**config.mk**
```make
export PLATFORM = sky130hd
export DESIGN_NAME = rr_src_mux
export DESIGN_NICKNAME = d
export VERILOG_FILES = /design/src/rtl/rr_src_mux.sv
export SDC_FILE = /design/constraint.sdc
export NUM_CORES = 1
export LEC_CHECK = 0
export ABC_AREA = 1
export BUFFER_PORTS_ARGS = -buffer_cell sky130_fd_sc_hd__buf_2
export CAP_MARGIN = 20
export CORE_ASPECT_RATIO = 0.9
export CORE_MARGIN = 2
export CORE_UTILIZATION = 40
export CTS_CLUSTER_SIZE = 24
export DETAILED_ROUTE_END_ITERATION = 7
export PLACE_DENSITY_LB_ADDON = 0.05
export SKIP_LAST_GASP = 1
export SLEW_MARGIN = 0
export SYNTH_ARGS = -nofsm -noshare
export SYNTH_HDL_FRONTEND = slang
export SYNTH_SLANG_ARGS = --single-unit
```
**constraint.sdc**
```tcl
create_clock -name clk -period 1.8 [get_ports clk]
set_clock_uncertainty 0.15 [all_clocks]
set_input_delay 0 -clock clk [delete_from_list [all_inputs] [get_ports clk]]
set_output_delay 0 -clock clk [all_outputs]
set_load 0.02 [all_outputs]
```
**src/rtl/rr_src_mux.sv**
```systemverilog
// Registered N-way source selector: one requester is granted per cycle, its data
// is captured into a single output register and held until the consumer accepts.
module rr_src_mux #(
   parameter int WIDTH = 16,
   parameter int N     = 4,
   parameter int SELW  = (N > 1) ? $clog2(N) : 1
) (
   input  logic                 clk,
   input  logic                 rst_n,
   input  logic [N-1:0]         req_i,
   input  logic [N*WIDTH-1:0]   data_in_i,
   input  logic                 mode_i,
   input  logic                 lock_i,
   output logic [N-1:0]         gnt_o,
   output logic [WIDTH-1:0]     out_data_o,
   output logic [SELW-1:0]      out_sel_o,
   output logic                 out_valid_o,
   input  logic                 out_ready_i
);

   logic [WIDTH-1:0] out_data_q, out_data_d;
   logic [SELW-1:0]  out_sel_q,  out_sel_d;
   logic             out_valid_q, out_valid_d;
   logic [SELW-1:0]  ptr_q, ptr_d;
   logic [SELW-1:0]  last_q, last_d;
   logic             last_vld_q, last_vld_d;

   logic             can_accept;
   logic             win_vld;
   logic [SELW-1:0]  win;
   logic [N-1:0]     gnt;

   assign can_accept = !out_valid_q || out_ready_i;

   // Winner search: loops run from the far end so the first match in scan order
   // is the one left standing.
   always_comb begin
      win_vld = 1'b0;
      win     = '0;
      gnt     = '0;
      if (rst_n && can_accept && (|req_i)) begin
         win_vld = 1'b1;
         if (lock_i && last_vld_q && req_i[last_q]) begin
            win = last_q;
         end else if (!mode_i) begin
            for (int i = N - 1; i >= 0; i--) begin
               if (req_i[i]) win = SELW'(i);
            end
         end else begin
            for (int k = N - 1; k >= 0; k--) begin
               if (req_i[(int'(ptr_q) + k) % N]) win = SELW'((int'(ptr_q) + k) % N);
            end
         end
         gnt[win] = 1'b1;
      end
   end

   always_comb begin
      out_data_d  = out_data_q;
      out_sel_d   = out_sel_q;
      out_valid_d = out_valid_q;
      ptr_d       = ptr_q;
      last_d      = last_q;
      last_vld_d  = last_vld_q;
      if (win_vld) begin
         out_data_d  = data_in_i[int'(win)*WIDTH +: WIDTH];
         out_sel_d   = win;
         out_valid_d = 1'b1;
         last_d      = win;
         last_vld_d  = 1'b1;
         if (mode_i) begin
            ptr_d = (win == SELW'(N - 1)) ? '0 : win + SELW'(1);
         end
      end else if (out_valid_q && out_ready_i) begin
         out_valid_d = 1'b0;
      end
   end

   always_ff @(posedge clk) begin
      if (!rst_n) begin
         out_data_q  <= '0;
         out_sel_q   <= '0;
         out_valid_q <= 1'b0;
         ptr_q       <= '0;
         last_q      <= '0;
         last_vld_q  <= 1'b0;
      end else begin
         out_data_q  <= out_data_d;
         out_sel_q   <= out_sel_d;
         out_valid_q <= out_valid_d;
         ptr_q       <= ptr_d;
         last_q      <= last_d;
         last_vld_q  <= last_vld_d;
      end
   end

   assign gnt_o       = gnt;
   assign out_data_o  = out_data_q;
   assign out_sel_o   = out_sel_q;
   assign out_valid_o = out_valid_q;

endmodule

```
Word level (Yosys, flattened, before mapping)
Cells that the tools add are included.
{"block": "word_totals", "register_bits": 22, "wordCells": 67}
{"block": "classes", "eq_ne": 1, "n_bitwise": 3, "reduce_logical": 14, "order_cmp": 7, "addsub": 4, "n_mux": 32, "shift": 1}
{"operator": "indexed part select 64 x 7 -> 16 bit", "count": 1}
{"operator": "2-to-1 mux 2 bit", "count": 13}
{"operator": "less-than comparator 3 x 4 -> 1 bit (second input constant)", "count": 3}
{"operator": "2-to-1 mux 1 bit", "count": 12}
{"operator": "binary-select mux 1 bit (select 2 bit)", "count": 5}
{"operator": "less-than comparator 2 x 3 -> 1 bit (second input constant)", "count": 3}
{"operator": "logical AND 1 bit", "count": 6}
{"operator": "OR reduction 2 bit", "count": 3}
{"operator": "adder 2 x 1 -> 2 bit (second input constant)", "count": 2}
{"operator": "adder 2 bit (second input constant)", "count": 2}
{"operator": "2-to-1 mux 4 bit", "count": 1}
{"operator": "OR reduction 4 bit", "count": 1}
{"operator": "bitwise AND 1 bit (first input constant)", "count": 3}
{"operator": "demux 1 bit (select 2 bit)", "count": 1}
{"operator": "== test 2 bit (second input constant)", "count": 1}
{"operator": ">= comparator 2 x 1 -> 1 bit (second input constant)", "count": 1}
{"operator": "AND reduction 2 bit", "count": 1}
{"operator": "nonzero test 2 bit", "count": 1}
{"operator": "zero test 1 bit", "count": 1}
{"operator": "logical OR 1 bit", "count": 1}

Logic depth before layout (Yosys ltp)
{"block": "depth", "ltp_word": 18, "depth_mapped": 18}

Worst setup path before layout
No wires, ideal clock.
{"block": "synth_timing", "path_type": "register -> output", "start": "register last_q[0]", "end": "output gnt_o[0]", "stages_incl_launch_ff": 10, "slack_ns": -0.131, "arrival_ns": 1.781, "n_path_buf": 1, "required_ns": 1.650, "cell_sequence": "dfxtp_1 a21oi_1 o21ai_1 nand3_2 inv_1 nand2_2 a21oi_4 buf_4 inv_1 nor2_1"}
{"block": "synth_between", "elab_chain_len": 10, "elab_cells_between_ends": 11, "classes_between": "order compare (2); mux (7); reduce/logical (2)"}
{"item": "start: declaration", "line": "25", "text": "logic [SELW-1:0] last_q, last_d;"}
{"item": "start signal: assignment", "line": "92", "text": "last_q <= last_d;"}
{"item": "binary-select mux 1 bit (select 2 bit)", "line": "43", "text": "if (lock_i && last_vld_q && req_i[last_q]) begin"}
{"item": "2-to-1 mux 1 bit (implied by the code)", "line": "43"}
{"item": "logical AND 1 bit", "line": "43"}
{"item": "2-to-1 mux 2 bit *", "line": "43"}
{"item": "2-to-1 mux 2 bit *", "line": "41", "text": "if (rst_n && can_accept && (|req_i)) begin"}
{"item": "less-than comparator 2 x 3 -> 1 bit (implied by the code) or >= comparator 2 x 1 -> 1 bit (tied branches)", "line": "54", "text": "gnt[win] = 1'b1;"}
{"item": "logical AND 1 bit (implied by the code)", "line": "54"}
{"item": "2-to-1 mux 1 bit (implied by the code)", "line": "54"}
{"item": "demux 1 bit (select 2 bit) *", "line": "54"}
{"item": "2-to-1 mux 4 bit *", "line": "41"}
{"item": "end: declaration", "line": "14", "text": "output logic [N-1:0] gnt_o,"}
Every way passes the cells marked *; elsewhere a longest branch is shown, timed or not. The select of a mux whose other input is x is not followed.

Final worst setup path
{"block": "layout_timing", "start": "register ptr_q[0]", "end": "register out_data_q[2] (netlist: out_data_o[2])"}
{"block": "layout_between", "elab_chain_len": 13, "elab_cells_between_ends": 23, "classes_between": "add/sub (3); shift (1); mux (19)"}
{"item": "start: declaration", "line": "24", "text": "logic [SELW-1:0] ptr_q, ptr_d;"}
{"item": "start signal: assignment", "line": "91", "text": "ptr_q <= ptr_d;"}
{"item": "adder 2 bit", "line": "51", "text": "if (req_i[(int'(ptr_q) + k) % N]) win = SELW'((int'(ptr_q) + k) % N);"}
{"item": "binary-select mux 1 bit (select 2 bit)", "line": "51"}
{"item": "2-to-1 mux 1 bit (implied by the code) (2 in a row)", "line": "51"}
{"item": "2-to-1 mux 2 bit (3 in a row)", "line": "51"}
{"item": "2-to-1 mux 2 bit *", "line": "51"}
{"item": "2-to-1 mux 2 bit *", "line": "45", "text": "end else if (!mode_i) begin"}
{"item": "2-to-1 mux 2 bit *", "line": "43"}
{"item": "2-to-1 mux 2 bit * (2 in a row)", "line": "41"}
{"item": "indexed part select 64 x 7 -> 16 bit *", "line": "66", "text": "out_data_d = data_in_i[int'(win)*WIDTH +: WIDTH];"}
{"item": "end signal: assignment", "line": "88", "text": "out_data_q <= out_data_d;"}
{"item": "end: declaration", "line": "21", "text": "logic [WIDTH-1:0] out_data_q, out_data_d;"}
Marked as above.
A chain may end at the register's enable or synchronous reset.

==> metrics.cfg <==
[outcome]
status = finished, violations left
violations = hold timing, setup timing

[cts]
cts-root-buf = clkbuf_8
clkTransAtPathRegs_ns = 0.09
clkSinkCount = 22
clk_path_buf_depth = 2
htree_levels = 1
cts_tree = done
cts_buffers = 3
clk_latency_ns = 0.27

[global_routing]
antenna_found_initial = 0
overflow = 0
grt_usage_pct = 25.2
grt_max_degree = 31
grt_pass1_vias = 2717
grt_pass1_wl_mm = 11.6

[drt]
vias_per_cell = 4.84
first_pass_iters = 5
drt-total-wl_mm = 7.82
vias = 2883
wl_per_cell_um = 13.1
drc = 0
drt_iter0_markers = 101
ant_nets = 0

[synthesis]
ys_warn_count = 0
synth_cell_types = 22
syn_avg_cell_area_sq_um = 5.48
synthCells = 369
ys_seq_area_share_pct = 21.8
synth_nets = 442
netlist_area_sq_um = 2020
ys_seq_elements = 22

[final_layout]
final_layout_size_suffix_gt1_share_pct = 49.0
fin_nets = 605
mostFrequentLayoutCells = buf_2 (91), inv_1 (89), nand2_1 (58)
layout_commonest_cell = buf_2
final_area_sq_um = 3840
diodes = 0
fin_cells = 596
area_growth_pct = 89.6

[timing]
worst_slack_ns = -0.352
final.min_clock_period_ns = 2.15
fin_tns_setup_ns = -5.68
post-route-period-util_pct = 120
slew_headroom_pct = 75.3
slew_violations = 0
worstMarginPinSlew_ns = 0.366
finalSetupViolCount = 22
timing.hold.ws_ns = -0.00130
fmax_mhz = 465
grt_setup_unrepaired = yes
timing.final.hold_violations = 1

[die]
die_w_um = 79.0
ioPinCount = 96
start_util_pct = 41.6
die-height_um = 71.5
core_area_sq_um = 4860
rows = 24
design.die.area_sq_um = 5640

[pwr]
leakage_nw = 2.25
switching_share_pct = 40.3
p_comb_share_pct = 54.1
p_switching_uw = 843
power_mw = 2.09
seqPwrFrac_pct = 27.5
p_clk_share_pct = 18.4
irDropWorstVdd_uv = 434
p_int_mw = 1.25
pwr_density_cell_nw_per_um2 = 545

[critical_path]
worst-path-buf-inv = 5
critPathTopFamily = simple AND/OR/NAND/NOR gates
arrival_ns = 2.18
cp.required_ns = 1.83
endpoint_kind = flop
crit_fanout = 7
critPathSlowestCell = dfxtp_4
cp_common_cell = nand2_2
worstPathCellList = buf_6, nand2_2, o21ai_2, nand2_2, nand2_2, inv_2, nand3_2, nand2_2, nand3_2, nand2_2, nand2_4, nand2_4, buf_8, clkbuf_16, nand2_2, nand3_2, nand3_1, nand2_1, inv_1
cpPeakStageDelay_ns = 0.39
start_kind = flop
critical_path_class = reg2reg

[run]
max_cap_violations = 0

[placed_design]
place_area_sq_um = 2670
portBuffers = 95
gp_congestion = 0.886
placed_cells = 533
dp.final_hpwl_mm = 4.40

[worst_hold_path]
hp-class = in2reg

==> worst paths after layout <==
| kind | startpoint | end | slack, ns | depth (start not counted) |
|---|---|---|---|---|
| worst max register to register | ptr_q[0] | out_data_o[2] | -0.35 | 19 |
| worst max-delay path | ptr_q[0] | out_data_o[2] | -0.35 | 19 |
| worst min-delay path | data_in_i[20] | out_data_o[4] | -0.001 | 7 |
| worst min register to register | last_vld_q | last_vld_q | 0.31 | 2 |
==> through the flow <==
| step | worst slack (ns) | util, % |
|---|---|---|
| after global placement | -0.242 | 54.9 |
| after detailed placement | -0.268 | 54.9 |
| after global routing | -0.476 | 78.9 |
| final | -0.352 | 78.9 |
| after CTS | -0.260 | 68.8 |
| after floorplan | 0.00104 | - |
==> layout make-up <==
cell class	instances	area [sq um]
Fill cell	372	1030
Multi-Input combinational cell	232	1560
Tap cell	65	81.3
Clock buffer	4	55.1
Sequential cell	22	450
Inverter	99	377
Timing Repair Buffer	174	1310
==> metal layers <==
layer  global-route usage (%)  vias to the layer above  share of wire (%)
met4                     8.62                        0                2.2
met5                        0                        -                  0
li1                         -                     1440                  -
met3                     3.65                       18                4.7
met2                     47.8                      103                 52
met1                     28.7                     1322                 41
==> registers in the layout (all words and copies together) (netlist names) <==
signal,flops
ptr_q,2
last_vld_q,1
out_valid_o,1
out_data_o,16
last_q,2
==> cells by family after synthesis <==
kind of cell | count (synthesis) | share of synthesized area, %
flip-flops | 22 | 21.8
AND/OR/NAND/NOR | 217 | 49.6
AO/OA/AOI/OAI | 15 | 5.13
buffers and inverters | 115 | 23.5
==> cell usage after synthesis <==
library cell | n | area share (%)
nand2_1 | 105 | 19
o21ai_0 | 6 | 1.5
clkbuf_1 | 4 | 0.74
buf_4 | 2 | 0.74
a21oi_4 | 1 | 0.80
inv_1 | 93 | 17
a21oi_1 | 4 | 0.99
nand2_4 | 3 | 1.7
nor2_8 | 1 | 0.99
nand2_2 | 2 | 0.62
buf_6 | 4 | 2.2
nand3_2 | 4 | 2.0
inv_2 | 6 | 1.1
o211ai_4 | 1 | 1.1
nor2_1 | 11 | 2.0
dfxtp_1 | 22 | 22
buf_2 | 5 | 1.2
buf_1 | 1 | 0.19
nor2_4 | 1 | 0.56
nand3_1 | 90 | 22
o21ai_1 | 2 | 0.49
a31oi_1 | 1 | 0.31
==> power by group through the flow <==
stage	sequential, mW	clock, mW	combinational, mW
floorplan	0.638	0	0.453
global placement	0.586	0	0.775
detailed placement	0.584	0	0.775
CTS	0.572	0.388	0.930
global route	0.584	0.406	1.23
finish	0.576	0.385	1.13
==> what timing repair did <==
action,in CTS,in global routing
setup buffers,9,4
hold buffers,44,0
setup endpoints to repair,22,24
hold endpoints to repair,17,0
pin swaps,13,30
gates resized for setup,36,104
gates cloned,0,2
==> worst register-to-register path, delay by kind of cell, from the launching register on <==
family / cells / cell delay (ns)
AO/OA/AOI/OAI: 1 / 0.06
AND/OR/NAND/NOR: 13 / 0.93
buffers and inverters: 5 / 0.53
flip-flops: 1 / 0.39
(Power assumes the default switching activity.)
